==> src/rtl/bonus_effect_ctrl_if.sv <==
// Purpose : bundles the bonus-effect controller's game-side signals.
// Ports   : bonus_code/startOfFrame/clear_effects toward the controller;
//           speed_mode/paddle_width/speed_warn/paddle_warn/bonus_ack back out.
interface bonus_effect_ctrl_if;
  logic [2:0] bonus_code;     // one-cycle pulse: 0 none, 1 LONG, 2 SHORT, 3 FAST, 4 SLOW
  logic       startOfFrame;   // one-cycle pulse per video frame
  logic       clear_effects;  // level: hold both channels at NORMAL
  logic [1:0] speed_mode;     // 0 NORMAL, 1 FAST, 2 SLOW
  logic [7:0] paddle_width;   // paddle width in pixels
  logic       speed_warn;     // speed effect close to expiry
  logic       paddle_warn;    // paddle effect close to expiry
  logic       bonus_ack;      // one-cycle pulse when a code 1..4 is accepted

  // Game logic side: drives codes and frame ticks, consumes effects.
  modport master (
    output bonus_code, startOfFrame, clear_effects,
    input  speed_mode, paddle_width, speed_warn, paddle_warn, bonus_ack
  );

  // Controller side.
  modport slave (
    input  bonus_code, startOfFrame, clear_effects,
    output speed_mode, paddle_width, speed_warn, paddle_warn, bonus_ack
  );
endinterface

==> src/rtl/bonus_effect_ctrl.sv <==
// Purpose : turns bonus code pulses into timed speed/paddle effects with expiry warnings.
// Ports   : clk, resetN (sync active-low), bus (slave modport of bonus_effect_ctrl_if).
// Latency : one clock from sampled code to new outputs and bonus_ack; no backpressure.
module bonus_effect_ctrl #(
  parameter int DURATION_FRAMES = 600,
  parameter int WARN_FRAMES     = 120,
  parameter int TIMER_BITS      = 10,
  parameter int NORMAL_W        = 64,
  parameter int SHORT_W         = 32,
  parameter int LONG_W          = 112
) (
  input  logic                 clk,
  input  logic                 resetN,
  bonus_effect_ctrl_if.slave   bus
);

  typedef enum logic {ST_IDLE, ST_ACTIVE} state_t;
  typedef enum logic {EFF_FAST, EFF_SLOW} spd_eff_t;
  typedef enum logic {EFF_SHORT, EFF_LONG} pad_eff_t;

  localparam logic [TIMER_BITS-1:0] LP_DUR  = TIMER_BITS'(DURATION_FRAMES);
  localparam logic [TIMER_BITS-1:0] LP_WARN = TIMER_BITS'(WARN_FRAMES);
  localparam logic [TIMER_BITS-1:0] LP_ONE  = TIMER_BITS'(1);
  localparam logic [7:0]            LP_NORMAL_W = 8'(NORMAL_W);
  localparam logic [7:0]            LP_SHORT_W  = 8'(SHORT_W);
  localparam logic [7:0]            LP_LONG_W   = 8'(LONG_W);

  // Channel state
  state_t                r_spd_state;
  spd_eff_t              r_spd_eff;
  logic [TIMER_BITS-1:0] r_spd_tmr;
  state_t                r_pad_state;
  pad_eff_t              r_pad_eff;
  logic [TIMER_BITS-1:0] r_pad_tmr;

  // Registered outputs
  logic [1:0] r_speed_mode;
  logic [7:0] r_paddle_width;
  logic       r_speed_warn;
  logic       r_paddle_warn;
  logic       r_bonus_ack;

  // Code decode; clear_effects masks every load so dropped codes are never acked.
  logic w_spd_load;
  logic w_pad_load;
  spd_eff_t w_spd_new_eff;
  pad_eff_t w_pad_new_eff;

  always_comb begin
    w_spd_load    = 1'b0;
    w_pad_load    = 1'b0;
    w_spd_new_eff = EFF_FAST;
    w_pad_new_eff = EFF_LONG;
    if (!bus.clear_effects) begin
      case (bus.bonus_code)
        3'd1: begin w_pad_load = 1'b1; w_pad_new_eff = EFF_LONG;  end
        3'd2: begin w_pad_load = 1'b1; w_pad_new_eff = EFF_SHORT; end
        3'd3: begin w_spd_load = 1'b1; w_spd_new_eff = EFF_FAST;  end
        3'd4: begin w_spd_load = 1'b1; w_spd_new_eff = EFF_SLOW;  end
        default: ;
      endcase
    end
  end

  // Next-state for the speed channel. Priority: clear > load > frame countdown.
  // A load in the same cycle as a frame tick restarts at full duration.
  state_t                w_spd_nxt_state;
  spd_eff_t              w_spd_nxt_eff;
  logic [TIMER_BITS-1:0] w_spd_nxt_tmr;

  always_comb begin
    w_spd_nxt_state = r_spd_state;
    w_spd_nxt_eff   = r_spd_eff;
    w_spd_nxt_tmr   = r_spd_tmr;
    if (bus.clear_effects) begin
      w_spd_nxt_state = ST_IDLE;
      w_spd_nxt_tmr   = '0;
    end else if (w_spd_load) begin
      w_spd_nxt_state = ST_ACTIVE;
      w_spd_nxt_eff   = w_spd_new_eff;
      w_spd_nxt_tmr   = LP_DUR;
    end else if (r_spd_state == ST_ACTIVE && bus.startOfFrame) begin
      // Expire on the tick that takes the timer from 1 to 0.
      if (r_spd_tmr <= LP_ONE) begin
        w_spd_nxt_state = ST_IDLE;
        w_spd_nxt_tmr   = '0;
      end else begin
        w_spd_nxt_tmr   = r_spd_tmr - LP_ONE;
      end
    end
  end

  // Next-state for the paddle channel, same structure as speed.
  state_t                w_pad_nxt_state;
  pad_eff_t              w_pad_nxt_eff;
  logic [TIMER_BITS-1:0] w_pad_nxt_tmr;

  always_comb begin
    w_pad_nxt_state = r_pad_state;
    w_pad_nxt_eff   = r_pad_eff;
    w_pad_nxt_tmr   = r_pad_tmr;
    if (bus.clear_effects) begin
      w_pad_nxt_state = ST_IDLE;
      w_pad_nxt_tmr   = '0;
    end else if (w_pad_load) begin
      w_pad_nxt_state = ST_ACTIVE;
      w_pad_nxt_eff   = w_pad_new_eff;
      w_pad_nxt_tmr   = LP_DUR;
    end else if (r_pad_state == ST_ACTIVE && bus.startOfFrame) begin
      if (r_pad_tmr <= LP_ONE) begin
        w_pad_nxt_state = ST_IDLE;
        w_pad_nxt_tmr   = '0;
      end else begin
        w_pad_nxt_tmr   = r_pad_tmr - LP_ONE;
      end
    end
  end

  // Output mapping from next state, so outputs land on the same edge as the state.
  logic [1:0] w_speed_mode;
  logic [7:0] w_paddle_width;
  logic       w_speed_warn;
  logic       w_paddle_warn;

  always_comb begin
    w_speed_mode   = 2'd0;
    w_paddle_width = LP_NORMAL_W;
    if (w_spd_nxt_state == ST_ACTIVE)
      w_speed_mode = (w_spd_nxt_eff == EFF_SLOW) ? 2'd2 : 2'd1;
    if (w_pad_nxt_state == ST_ACTIVE)
      w_paddle_width = (w_pad_nxt_eff == EFF_LONG) ? LP_LONG_W : LP_SHORT_W;
    w_speed_warn  = (w_spd_nxt_state == ST_ACTIVE) && (w_spd_nxt_tmr <= LP_WARN);
    w_paddle_warn = (w_pad_nxt_state == ST_ACTIVE) && (w_pad_nxt_tmr <= LP_WARN);
  end

  // Both channel FSMs and all registered outputs.
  always_ff @(posedge clk) begin
    if (!resetN) begin
      r_spd_state    <= ST_IDLE;
      r_spd_eff      <= EFF_FAST;
      r_spd_tmr      <= '0;
      r_pad_state    <= ST_IDLE;
      r_pad_eff      <= EFF_LONG;
      r_pad_tmr      <= '0;
      r_speed_mode   <= 2'd0;
      r_paddle_width <= LP_NORMAL_W;
      r_speed_warn   <= 1'b0;
      r_paddle_warn  <= 1'b0;
      r_bonus_ack    <= 1'b0;
    end else begin
      r_spd_state    <= w_spd_nxt_state;
      r_spd_eff      <= w_spd_nxt_eff;
      r_spd_tmr      <= w_spd_nxt_tmr;
      r_pad_state    <= w_pad_nxt_state;
      r_pad_eff      <= w_pad_nxt_eff;
      r_pad_tmr      <= w_pad_nxt_tmr;
      r_speed_mode   <= w_speed_mode;
      r_paddle_width <= w_paddle_width;
      r_speed_warn   <= w_speed_warn;
      r_paddle_warn  <= w_paddle_warn;
      r_bonus_ack    <= w_spd_load | w_pad_load;
    end
  end

  assign bus.speed_mode   = r_speed_mode;
  assign bus.paddle_width = r_paddle_width;
  assign bus.speed_warn   = r_speed_warn;
  assign bus.paddle_warn  = r_paddle_warn;
  assign bus.bonus_ack    = r_bonus_ack;

endmodule

==> src/flat_wrapper.sv <==
// flat-port wrapper written by rule: the top's interface ports become plain ports
module bonus_effect_ctrl_flat 
#(
  parameter int DURATION_FRAMES = 600,
  parameter int WARN_FRAMES     = 120,
  parameter int TIMER_BITS      = 10,
  parameter int NORMAL_W        = 64,
  parameter int SHORT_W         = 32,
  parameter int LONG_W          = 112
)
  (clk, resetN, bus_bonus_code, bus_startOfFrame, bus_clear_effects, bus_speed_mode, bus_paddle_width, bus_speed_warn, bus_paddle_warn, bus_bonus_ack);
  bonus_effect_ctrl_if bus_i ();
  input  logic clk;
  input  logic resetN;
  input wire logic [$bits(bus_i.bonus_code)-1:0] bus_bonus_code;
  input wire logic [$bits(bus_i.startOfFrame)-1:0] bus_startOfFrame;
  input wire logic [$bits(bus_i.clear_effects)-1:0] bus_clear_effects;
  output wire logic [$bits(bus_i.speed_mode)-1:0] bus_speed_mode;
  output wire logic [$bits(bus_i.paddle_width)-1:0] bus_paddle_width;
  output wire logic [$bits(bus_i.speed_warn)-1:0] bus_speed_warn;
  output wire logic [$bits(bus_i.paddle_warn)-1:0] bus_paddle_warn;
  output wire logic [$bits(bus_i.bonus_ack)-1:0] bus_bonus_ack;
  assign bus_i.bonus_code = bus_bonus_code;
  assign bus_i.startOfFrame = bus_startOfFrame;
  assign bus_i.clear_effects = bus_clear_effects;
  assign bus_speed_mode = bus_i.speed_mode;
  assign bus_paddle_width = bus_i.paddle_width;
  assign bus_speed_warn = bus_i.speed_warn;
  assign bus_paddle_warn = bus_i.paddle_warn;
  assign bus_bonus_ack = bus_i.bonus_ack;
  bonus_effect_ctrl #(.DURATION_FRAMES(DURATION_FRAMES), .WARN_FRAMES(WARN_FRAMES), .TIMER_BITS(TIMER_BITS), .NORMAL_W(NORMAL_W), .SHORT_W(SHORT_W), .LONG_W(LONG_W)) u_core (.clk(clk), .resetN(resetN), .bus(bus_i));
endmodule
==> config.mk <==
export PLATFORM = sky130hd
export DESIGN_NAME = bonus_effect_ctrl_flat
export DESIGN_NICKNAME = d
export VERILOG_FILES = /design/src/rtl/bonus_effect_ctrl_if.sv /design/src/rtl/bonus_effect_ctrl.sv /design/src/flat_wrapper.sv
export SDC_FILE = /design/constraint.sdc
export NUM_CORES = 1
export LEC_CHECK = 0
export BUFFER_PORTS_ARGS = -buffer_cell sky130_fd_sc_hd__buf_2
export CELL_PAD_IN_SITES_DETAIL_PLACEMENT = 1
export CELL_PAD_IN_SITES_GLOBAL_PLACEMENT = 1
export CORE_MARGIN = 4
export CORE_UTILIZATION = 46
export CTS_CLUSTER_DIAMETER = 60
export CTS_CLUSTER_SIZE = 8
export DETAILED_ROUTE_END_ITERATION = 12
export PLACE_DENSITY_LB_ADDON = 0.1
export SETUP_SLACK_MARGIN = 0.15
export SYNTH_ARGS = -nofsm -noshare
export SYNTH_HDL_FRONTEND = slang
export SYNTH_SLANG_ARGS = --single-unit
==> constraint.sdc <==
create_clock -name clk -period 4.75 [get_ports clk]
set_clock_uncertainty 0.05 [all_clocks]
set_input_delay 0.95 -clock clk [delete_from_list [all_inputs] [get_ports clk]]
set_output_delay 0.95 -clock clk [all_outputs]
set_load 0.005 [all_outputs]
==> impl_metrics.tcl <==
set metrics [dict create \
    ir_worst_vdd_uv 150 \
    cp_max_fo 9 \
    path_clk_slew_ns 0.06 \
    port_buffers 14 \
    cts.sinks 32 \
    cp.required_ns 4.90 \
    muxShareOfSynthArea 0 \
    initial_utilization 0.473 \
    synth_cell_types 44 \
    hold_buffers 0 \
    gp_congestion 0.827 \
    syn_inst 213 \
    drt_iter0_drc 61 \
    total_power_uw 559 \
    fin_crit_sh 0.501 \
    drv_slew 0 \
    clockRootBuffer "clkbuf_8" \
    cts_tree "yes" \
    clock_latency_ns 0.29 \
    ys_ff_latch 32 \
    grt_pass1_vias 1646 \
    htreeDepth 2 \
    wl_per_cell_um 15.8 \
    grt_max_degree 13 \
    viasPerCell 5.65 \
    num_rows 22 \
    outcome "complete, no violations" \
    synth_compound_area_frac 0.160 \
    setup_viol 0 \
    antenna_found_initial 0 \
    netlist_area_um2 1730 \
    nFillCells 473 \
    ios 20 \
    worst_path_max_delay_cell "a311oi_1" \
    p_leak_uw 0.000721 \
    yosys.area_share.simple 0.290 \
    synth_top_area_share 0.370 \
    dieHeight_um 69.4 \
    grt_util_all_layers 0.194 \
    drc 0 \
    crit_type "reg -> reg" \
    grt_pass1_wl_um 7520 \
    cts_buffers 5 \
    powerDensity_nw_per_um2 293 \
    vias 1572 \
    timing.max_cap.violations 0 \
    critPathCaptureType "flop" \
    ctsResizeCount 0 \
    crit_chain "inv_1 -> ha_1 -> or2_2 -> and4_1 -> a311oi_1 -> o31ai_1 -> a211oi_1" \
    regArea_um2 641 \
    start_kind "flop" \
    routed_wl_um 4380 \
    max_stage_delay_ns 0.46 \
    synth_edf_count 0 \
    cts_buffer_depth 2 \
    synthAdderAreaFrac 0.0289 \
    finalSetupTns_ns 0 \
    ant_nets 0 \
    hold_class "reg -> reg" \
    worst-endpoint-arrival_ns 2.53 \
    postCtsSetupBuffers 0 \
    hold_viol_final 0 \
    fp.dieW_um 69.4 \
    dieArea_um2 4810 \
    yosysTopAreaCell "dfxtp_1" \
    dr.pass1.iters 4 \
    diodes 0 \
    grt_overflow 0 \
    nNetsFinal 240 \
    max_clock_freq_ghz 0.421 \
    final_util 0.521 \
    core_um2 3660 \
    ys.warnings.count 0 \
    synth_xor_area_frac 0.0910 \
    synth_top_family_by_area "simple AND/OR/NAND/NOR gates" \
    multi_input_area_um2 1010 \
    ys_seq_area_frac 0.370 \
    drive_above_1_share 0.113 \
    rsz0062_at_grt "false" \
    synthToLayoutAreaGrowth_pct 10.1 \
    ys.flop_type "dfxtp_1" \
    synth-async-reset-ratio 0 \
    synth.avg_cell_area_um2 8.14 \
    place_hpwl_um 3290 \
    yosys-top-cells-area "dfxtp_1, nor2_1, xor2_1, a21oi_1, nand2_1" \
    period_minus_slack_ns 2.38 \
]
==> where the power goes <==
part / total [uW] / switching (uW) / internal, uW
logic: 61.8 / 38.5 / 23.3
registers: 284 / 7.45 / 276
clock network: 214 / 95.7 / 118
total: 559 / 142 / 418
==> sequential cells by signal (all words and copies together) (netlist names) <==
name	count
u_core.bus.paddle_warn	1
u_core.bus.paddle_width	3
u_core.r_spd_state	1
u_core.r_pad_tmr	10
u_core.r_pad_eff	1
u_core.r_pad_state	1
u_core.r_spd_tmr	10
u_core.bus.bonus_ack	1
u_core.r_spd_eff	1
u_core.bus.speed_mode	2
u_core.bus.speed_warn	1
==> per-layer routing <==
metal,vias to the layer above,global-route usage,part of all wire
met2,29,0.322,0.48
met4,0,0.108,0.024
met5,-,0,0
met3,9,0.0391,0.037
met1,758,0.232,0.45
li1,776,-,-
==> path summary, 6_finish.rpt <==
kind | from | slack [ns] | depth (start not counted) | endpoint
setup / recovery | u_core.r_pad_tmr[0] | 2.37 | 7 | u_core.bus.paddle_warn
hold / removal | u_core.r_spd_tmr[7] | 0.50 | 2 | u_core.r_spd_tmr[7]
setup reg to reg | u_core.r_pad_tmr[0] | 2.37 | 7 | u_core.bus.paddle_warn
hold reg to reg | u_core.r_spd_tmr[7] | 0.50 | 2 | u_core.r_spd_tmr[7]
==> area by class of cell <==
type	count	share of cell area
sequential	32	0.336
timing repair buffer	15	0.0407
inverter	9	0.0177
clock buffer	8	0.0472
tap	48	0.0315
multi-input combinational	166	0.527
==> critical path: cells and delay by family, from the launching register on <==
family | cells | cell delay [ns]
fa+ha+maj | 1 | 0.33
buf+inv | 1 | 0.14
compound gates | 3 | 0.78
flops | 1 | 0.45
simple gates | 2 | 0.54
==> cells by family after synthesis <==
kind of cell	count (synthesis)
buf+inv	19
compound gates	42
flops	32
fa+ha+maj	4
xor+xnor	18
simple gates	97
other cells	1
==> synthesized netlist by cell type, types with 2 or more instances <==
library cell and number:
nand4b_1 2, a211oi_1 2, nor2b_1 3, a21oi_1 17, and2_1 5, or2_2 2, dfxtp_1 32, a31oi_1 5
a311oi_1 3, xnor2_1 8, nor4_1 2, nor2_1 28, nor4b_1 2, ha_1 4, o211ai_1 2, nor3_1 7
nand3_1 9, nand2_1 22, xor2_1 10, buf_2 3, nor3b_1 2, o311a_1 2, o21ai_0 3, buf_4 7
nand4_1 3, inv_1 9, nand2b_1 2
==> stage by stage <==
| stage | hold slack [ns] | setup WS [ns] | area (um^2) | instances |
|---|---|---|---|---|
| 2_1_floorplan | 0.445 | 2.52 | 1750 | 217 |
| 3_3_place_gp | 0.474 | 2.16 | 1820 | 270 |
| 3_5_place_dp | 0.487 | 2.12 | 1820 | 270 |
| 4_1_cts | 0.504 | 2.37 | 1910 | 278 |
| 5_1_grt | 0.525 | 2.20 | 1910 | 278 |
| 6_report | 0.500 | 2.37 | 1910 | 278 |
==> layout by cell type, fill, tap and decap left out, drive strengths merged, types with 7 or more instances in the layout <==
cell type / synthesis / layout
nor3: 7 / 7
a21oi: 17 / 17
buf: 10 / 15
xnor2: 8 / 8
inv: 9 / 9
xor2: 10 / 10
nand2: 22 / 22
nor2: 28 / 28
clkbuf: 0 / 8
nand3: 9 / 9
dfxtp: 32 / 32
Power figures use the tool's default switching activity.
